`src/rtl/axis_sample_packer.sv`:
```
// Packs SAMPLE_WIDTH samples, lane 0 first, into BUS_WIDTH AXI-Stream words.
// A flush request emits the pending partial word with its unused lanes zeroed.
module axis_sample_packer #(
    parameter int SAMPLE_WIDTH = 16,
    parameter int BUS_WIDTH    = 256
) (
    input  logic                    axis_clk,
    input  logic                    rst,
    input  logic                    s_axis_tvalid,
    output logic                    s_axis_tready,
    input  logic [SAMPLE_WIDTH-1:0] s_axis_tdata,
    input  logic                    flush,
    output logic [BUS_WIDTH-1:0]    m_axis_tdata,
    output logic                    m_axis_tvalid,
    input  logic                    m_axis_tready,
    output logic [31:0]             word_count,
    output logic [15:0]             partial_count
);
    localparam int R  = BUS_WIDTH / SAMPLE_WIDTH;
    localparam int CW = (R > 1) ? $clog2(R) : 1;
    localparam logic [CW-1:0] LAST = CW'(R - 1);

    if ((R < 2) || ((R & (R - 1)) != 0) || (R * SAMPLE_WIDTH != BUS_WIDTH)) begin : g_bad_params
        $error("BUS_WIDTH must be a power-of-2 multiple (>=2) of SAMPLE_WIDTH");
    end

    logic [BUS_WIDTH-1:0] acc;
    logic [BUS_WIDTH-1:0] acc_wr;
    logic [CW-1:0]        cnt;
    logic                 flush_pend;
    logic                 run;

    logic accept;
    logic complete;
    logic out_free;
    logic m_hs;
    logic flush_load;
    logic flush_set;

    // Only the word-completing beat must wait for a held output word.
    assign s_axis_tready = run & ~flush_pend
                         & ~((cnt == LAST) & m_axis_tvalid & ~m_axis_tready);

    assign accept     = s_axis_tvalid & s_axis_tready;
    assign complete   = accept & (cnt == LAST);
    assign m_hs       = m_axis_tvalid & m_axis_tready;
    assign out_free   = ~m_axis_tvalid | m_axis_tready;
    assign flush_load = flush_pend & out_free;
    assign flush_set  = flush & ~flush_pend & ~complete & (accept | (cnt != '0));

    always_comb begin
        acc_wr = acc;
        acc_wr[cnt*SAMPLE_WIDTH +: SAMPLE_WIDTH] = s_axis_tdata;
    end

    always_ff @(posedge axis_clk or negedge rst) begin
        if (!rst) begin
            run           <= 1'b0;
            acc           <= '0;
            cnt           <= '0;
            flush_pend    <= 1'b0;
            m_axis_tdata  <= '0;
            m_axis_tvalid <= 1'b0;
            word_count    <= '0;
            partial_count <= '0;
        end else begin
            run <= 1'b1;

            if (m_hs) begin
                word_count <= word_count + 32'd1;
            end

            // Accept and flush_load are mutually exclusive: tready is low while pending.
            if (complete) begin
                m_axis_tdata  <= acc_wr;
                m_axis_tvalid <= 1'b1;
                acc           <= '0;
                cnt           <= '0;
            end else if (flush_load) begin
                m_axis_tdata  <= acc;
                m_axis_tvalid <= 1'b1;
                acc           <= '0;
                cnt           <= '0;
                flush_pend    <= 1'b0;
                if (partial_count != 16'hFFFF) begin
                    partial_count <= partial_count + 16'd1;
                end
            end else begin
                if (accept) begin
                    acc <= acc_wr;
                    cnt <= cnt + 1'b1;
                end
                if (m_hs) begin
                    m_axis_tvalid <= 1'b0;
                end
            end

            if (flush_set) begin
                flush_pend <= 1'b1;
            end
        end
    end

endmodule

```
`config.mk`:
```
export PLATFORM = sky130hd
export DESIGN_NAME = axis_sample_packer
export DESIGN_NICKNAME = d
export VERILOG_FILES = /design/src/rtl/axis_sample_packer.sv
export SDC_FILE = /design/constraint.sdc
export NUM_CORES = 1
export LEC_CHECK = 0
export CAP_MARGIN = 15
export CORE_UTILIZATION = 46
export DETAILED_ROUTE_END_ITERATION = 7
export DONT_BUFFER_PORTS = 1
export PLACE_DENSITY = 0.61
export RECOVER_POWER = 100
export SLEW_MARGIN = 30
export SYNTH_ARGS = -nofsm -noshare
export SYNTH_HDL_FRONTEND = slang
export SYNTH_SLANG_ARGS = --single-unit
```
`constraint.sdc`:
```
create_clock -name axis_clk -period 5.8 [get_ports axis_clk]
set_input_delay 0 -clock axis_clk [delete_from_list [all_inputs] [get_ports axis_clk]]
set_output_delay 0 -clock axis_clk [all_outputs]
set_load 0.05 [all_outputs]
```
Yosys cells after proc, flatten, opt, wreduce, memory -nomap -nowiden --
Cells that the tools add are included.
Storage, ports and cells: flip-flop bits (word level) 567, latch bits 0, memory bits (writable) 0, bits in read-only memories 0, bits of input ports 21, output and inout port bits 306, word-level logic and storage cells 57, memories 0
Operators by class: $add $sub $neg 4, $mul 0, div/mod/pow operators 0, magnitude comparators 0, equality and inequality tests 3, shift-type cells 2, multiplexer cells 15, bitwise gates (word level) 18, reduce and logical (&&, ||, !) cells 7
Operator list (count):
- $mux W256 | 5
- $bwmux W256 | 1
- $shift A16 B34 Y256 const A | 1
- $shiftx A16 B34 Y256 | 1
- $neg A8 Y34 | 1
- $add A32 B1 Y32 const B | 1
- $add A16 B1 Y16 const B | 1
- $ne A16 B16 Y1 const B | 1
- $mux W4 | 3
- $and A1 B1 Y1 | 11
- $mux W1 | 6
- $reduce_bool A3 Y1 | 2
- $not A1 Y1 | 5
- $add A4 B1 Y4 const B | 1
- $eq A4 B4 Y1 const B | 1
- $reduce_bool A2 Y1 | 2
- $reduce_bool A4 Y1 | 1
- $reduce_and A3 Y1 | 1
- $ne A2 B1 Y1 const B | 1
- $or A1 B1 Y1 | 2
- $reduce_and A2 Y1 | 1

Longest topological paths before layout --
word-level depth 12, gate-level depth with buffers 11, depth with buffers taken out 7

Worst setup path after synthesis --
OpenSTA, ideal clock, no wires.
kind flip-flop to flip-flop, start point register cnt[0], end point register m_axis_tdata[70], setup time 0.135 ns, arrival 2.395 ns, required time 5.665 ns, setup slack 3.271 ns, cell stages (with the launch flop) 10, path buffers 2, clock period less this slack 2.529 ns, path through dfrtp_1 buf_2 inv_1 ha_1 or3_1 a2111oi_2 o21ai_1 clkbuf_1 nand2_1 o211ai_1
On the way: word-level cells in the longest chain between the ends 8, elaborated cells between the ends (all ways) 13, those cells by class add/sub: 1; eq/ne: 1; shift: 2; mux: 2; bitwise: 6; reduce/logical: 1
Ends and longest elaborated chain:
- from (decl) | line 29 | logic [CW-1:0] cnt;
- from (signal assigned) | line 91 | cnt <= cnt + 1'b1;
- branches (longest 8 deep; another with $neg A8 Y34)
- to (signal assigned) | line 75 | m_axis_tdata <= acc_wr;
- to (decl) | line 13 | output logic [BUS_WIDTH-1:0] m_axis_tdata,
Parallel ways; which one is timed is not known. A chain may end at the register's enable or synchronous reset.

Worst setup path in the final report --
start point register m_axis_tvalid, end point register acc[176]
On the way: word-level cells in the longest chain between the ends 7, elaborated cells between the ends (all ways) 12, those cells by class mux: 2; bitwise: 9; reduce/logical: 1
Ends and longest elaborated chain:
- from (decl) | line 14 | output logic m_axis_tvalid,
- from (signal assigned) | line 63 | m_axis_tvalid <= 1'b0;
- from (signal assigned) | line 76 | m_axis_tvalid <= 1'b1;
- from (signal assigned) | line 81 | m_axis_tvalid <= 1'b1;
- $and A1 B1 Y1 (2 in a row) | line 42 | & ~((cnt == LAST) & m_axis_tvalid & ~m_axis_tready);
- $not A1 Y1 | line 42
- $and A1 B1 Y1 | line 42
- $and A1 B1 Y1 | line 44 | assign accept = s_axis_tvalid & s_axis_tready;
- $and A1 B1 Y1 | line 45 | assign complete = accept & (cnt == LAST);
- $reduce_bool A3 Y1 (no source line) or $mux W256 (tied branches)
- to (signal assigned) | line 90 | acc <= acc_wr;
- to (decl) | line 27 | logic [BUS_WIDTH-1:0] acc;
Parallel ways exist; a longest one is shown, timed or not.

==> metrics.yaml <==
detailed_routing:
  drc: 0
  drt_pass1_iterations: 7
  vias: 16400
  avgRoutedWirePerCell_um: 26.1
  drtIter0Drc: 1480
  antenna_left: 0
  routed_wl_mm: 68.4
  viasPerCell: 6.26
layout:
  fin_nets: 1985
  seq_area_sq_um: 14200
  multi_input_area_sq_um: 7830
  area_delta_synth_final_pct: 11.6
  n_fill_cell: 4204
  layout-drive-gt1-share: 0.0655
synth:
  synthArstFlopShare: 1.00
  synth_edf_count: 0
  synthTopCellsByCount: "dfrtp_1, nand2_1, o2bb2ai_1, o21ai_0, nor2_1"
  syn-num-nets: 1994
  yosysTopAreaCell: "dfrtp_1"
  ys_seq_elements: 567
  syn_area_sq_um: 22600
  yosys_warnings: 0
  synth_cells: 1965
  yosys.cell_types.count: 49
  synth.most_common_cell: "dfrtp_1"
  yosysSeqAreaShare: 0.628
  synthTopCellsByArea: "dfrtp_1, o2bb2ai_1, nand2_1, a221o_1, a22oi_1"
  synth_top_area_frac: 0.628
  ys.flop_type: "dfrtp_1"
  syn_avg_cell_area_sq_um: 11.5
clocking:
  numCtsBuffers: 58
  post_cts_resized: 0
  cts.sinks: 567
  path_clk_slew_ns: 0.06
  post_cts_buffers: 0
  clk-insertion-delay-late_ns: 0.62
  clock-root-buffer: "clkbuf_16"
  htree_levels: 2
  cts_tree: "done"
  hold_buffers: 19
  clk_path_buf_depth: 3
placed_design:
  dp_hpwl_mm: 43.0
  gp_congestion: 0.930
  io_buffers: 0
  pre_cts_slack_ns: 2.42
global_route:
  grt.busiest_layer: "met2"
  use_met2: 0.397
  met1_usage: 0.395
  antenna_found_initial: 6
  grt_pass1_wl_mm: 104
  overflow: 0
  grt_pass1_vias: 16100
  grt_use_total: 0.274
  grt_max_degree: 568
  grt_use_met3: 0.0816
timing:
  period_minus_slack_ns: 4.46
  final_hold_viol_count: 567
  max_slew.worst_pin.slew_ns: 2.37
  slew_violations: 389
  slew_headroom: -0.578
  rsz0062_at_grt: "false"
  fin_ws_ns: 1.34
  finalSetupViolCount: 0
  finalCritPeriodShare: 0.769
  hold_slack_ns: -0.910
  max_clock_freq_ghz: 0.224
  tns_ns: 0
  fin_worst_skew_ns: 0.0195
setup_path:
  crit_arrival_ns: 4.91
  reg2reg_depth: 6
  cp.required_ns: 6.26
  slowest_stage: "o21ai_0"
  crit_type: "flip-flop to flip-flop"
  critPathMaxStageDelay_ns: 1.04
  startpoint_type: "flip-flop"
  r2r_slack_ns: 1.34
  cp_cell_sequence: "nor2b_1 > clkbuf_1 > o21ai_0 > and2_0 > o21ai_0 > o2bb2ai_1"
  crit_fanout: 16
  end_kind: "flip-flop"
  crit_top_cell: "o21ai_0"
floorplan:
  io_pins: 327
  die_h_um: 224
  rows: 80
  coreArea_sq_um: 48000
  dieArea_sq_um: 50000
  fp.dieW_um: 224
  start_util: 0.470
power:
  p_per_area_nw_per_um2: 414
  p_leak_uw: 0.0109
  peakVddDrop_mv: 0.217
status:
  status: "complete, but fails checks"
  failed_checks: "hold timing, capacitance limit, slew limit"
min_path:
  hold_class: "input pin to asynchronous set/reset pin"
flow_run:
  max_cap_viol_count: 4
## path summary, 6_finish.rpt
path                                            from                            end
max in group asynchronous                        rst           acc[249]$_DFFE_PN0P_
min reg2reg                       acc[2]$_DFFE_PN0P_    m_axis_tdata[2]$_DFFE_PN0P_
max reg2reg                m_axis_tvalid$_DFFE_PN0P_           acc[176]$_DFFE_PN0P_
max                        m_axis_tvalid$_DFFE_PN0P_           acc[176]$_DFFE_PN0P_
min in group axis_clk                  s_axis_tvalid  m_axis_tdata[179]$_DFFE_PN0P_
min                                              rst           acc[218]$_DFFE_PN0P_
## where the power goes
| group | total, uW | leakage, uW | internal [uW] | switching, uW |
|---|---|---|---|---|
| clock | 3840 | 0.000983 | 2310 | 1530 |
| combinational | 2170 | 0.00204 | 376 | 1800 |
| sequential | 4430 | 0.00790 | 4050 | 379 |
| total | 10400 | 0.0109 | 6740 | 3700 |
## critical path, delay by kind of cell (launching register included)
kind	cells	cell delay (ns)
buffers and inverters	1	0.40
flip-flops	1	0.62
AND/OR/NAND/NOR	2	1.02
AO/OA/AOI/OAI	3	2.24
## metrics by stage
| stage | util | total power (uW) | area [sq um] | std cells |
|---|---|---|---|---|
| detailed placement | 0.481 | 6670 | 23100 | 2492 |
| finish | 0.525 | 10400 | 25200 | 2619 |
| global route | 0.525 | 10800 | 25200 | 2619 |
| CTS | 0.526 | 10600 | 25300 | 2615 |
| floorplan | - | 5860 | 22600 | 1965 |
| global placement | 0.480 | 6590 | 23000 | 2490 |
## final cells by class
| class | count | area share |
|---|---|---|
| inverter | 9 | 0.00134 |
| clock buffer | 91 | 0.0722 |
| tap | 615 | 0.0305 |
| multi-input combinational | 1274 | 0.310 |
| antenna | 4 | 0.000397 |
| timing repair buffer | 46 | 0.0156 |
| clock inverter | 13 | 0.00680 |
| sequential | 567 | 0.563 |
## flip-flops by register name (all words and copies together), names as in the netlist
register	cells
acc	256
m_axis_tdata	256
word_count	32
partial_count	16
cnt	4
flush_pend	1
m_axis_tvalid	1
run	1
## kinds of logic (layout without fill, tap and decap cells)
family / Yosys count / in the layout / share of synthesized area
buffers and inverters: 124 / 159 / 0.0256
muxes: 1 / 1 / 0.000498
and+or+nand+nor: 570 / 570 / 0.106
other: 1 / 5 / 0.000166
DFF: 567 / 567 / 0.628
xor gates and xnor gates: 47 / 47 / 0.0186
AOI/OAI and AO/OA: 647 / 647 / 0.217
adders and majority gates: 8 / 8 / 0.00443
## routing by layer
metal	up-vias	wire, um
met4	4	1910
met2	567	30500
met1	8483	30300
met5	-	22
li1	7233	-
met3	103	5610
## placed cells by master, fill, tap and decap left out, types with 36 or more instances in the layout
master,n
dfrtp_1,567
nand2_1,334
a22oi_1,96
o211ai_1,54
o2bb2ai_1,144
clkbuf_16,61
a221o_1,112
o21ai_0,185
xnor2_1,36
nor2_1,132
Power figures use the tool's default switching activity.
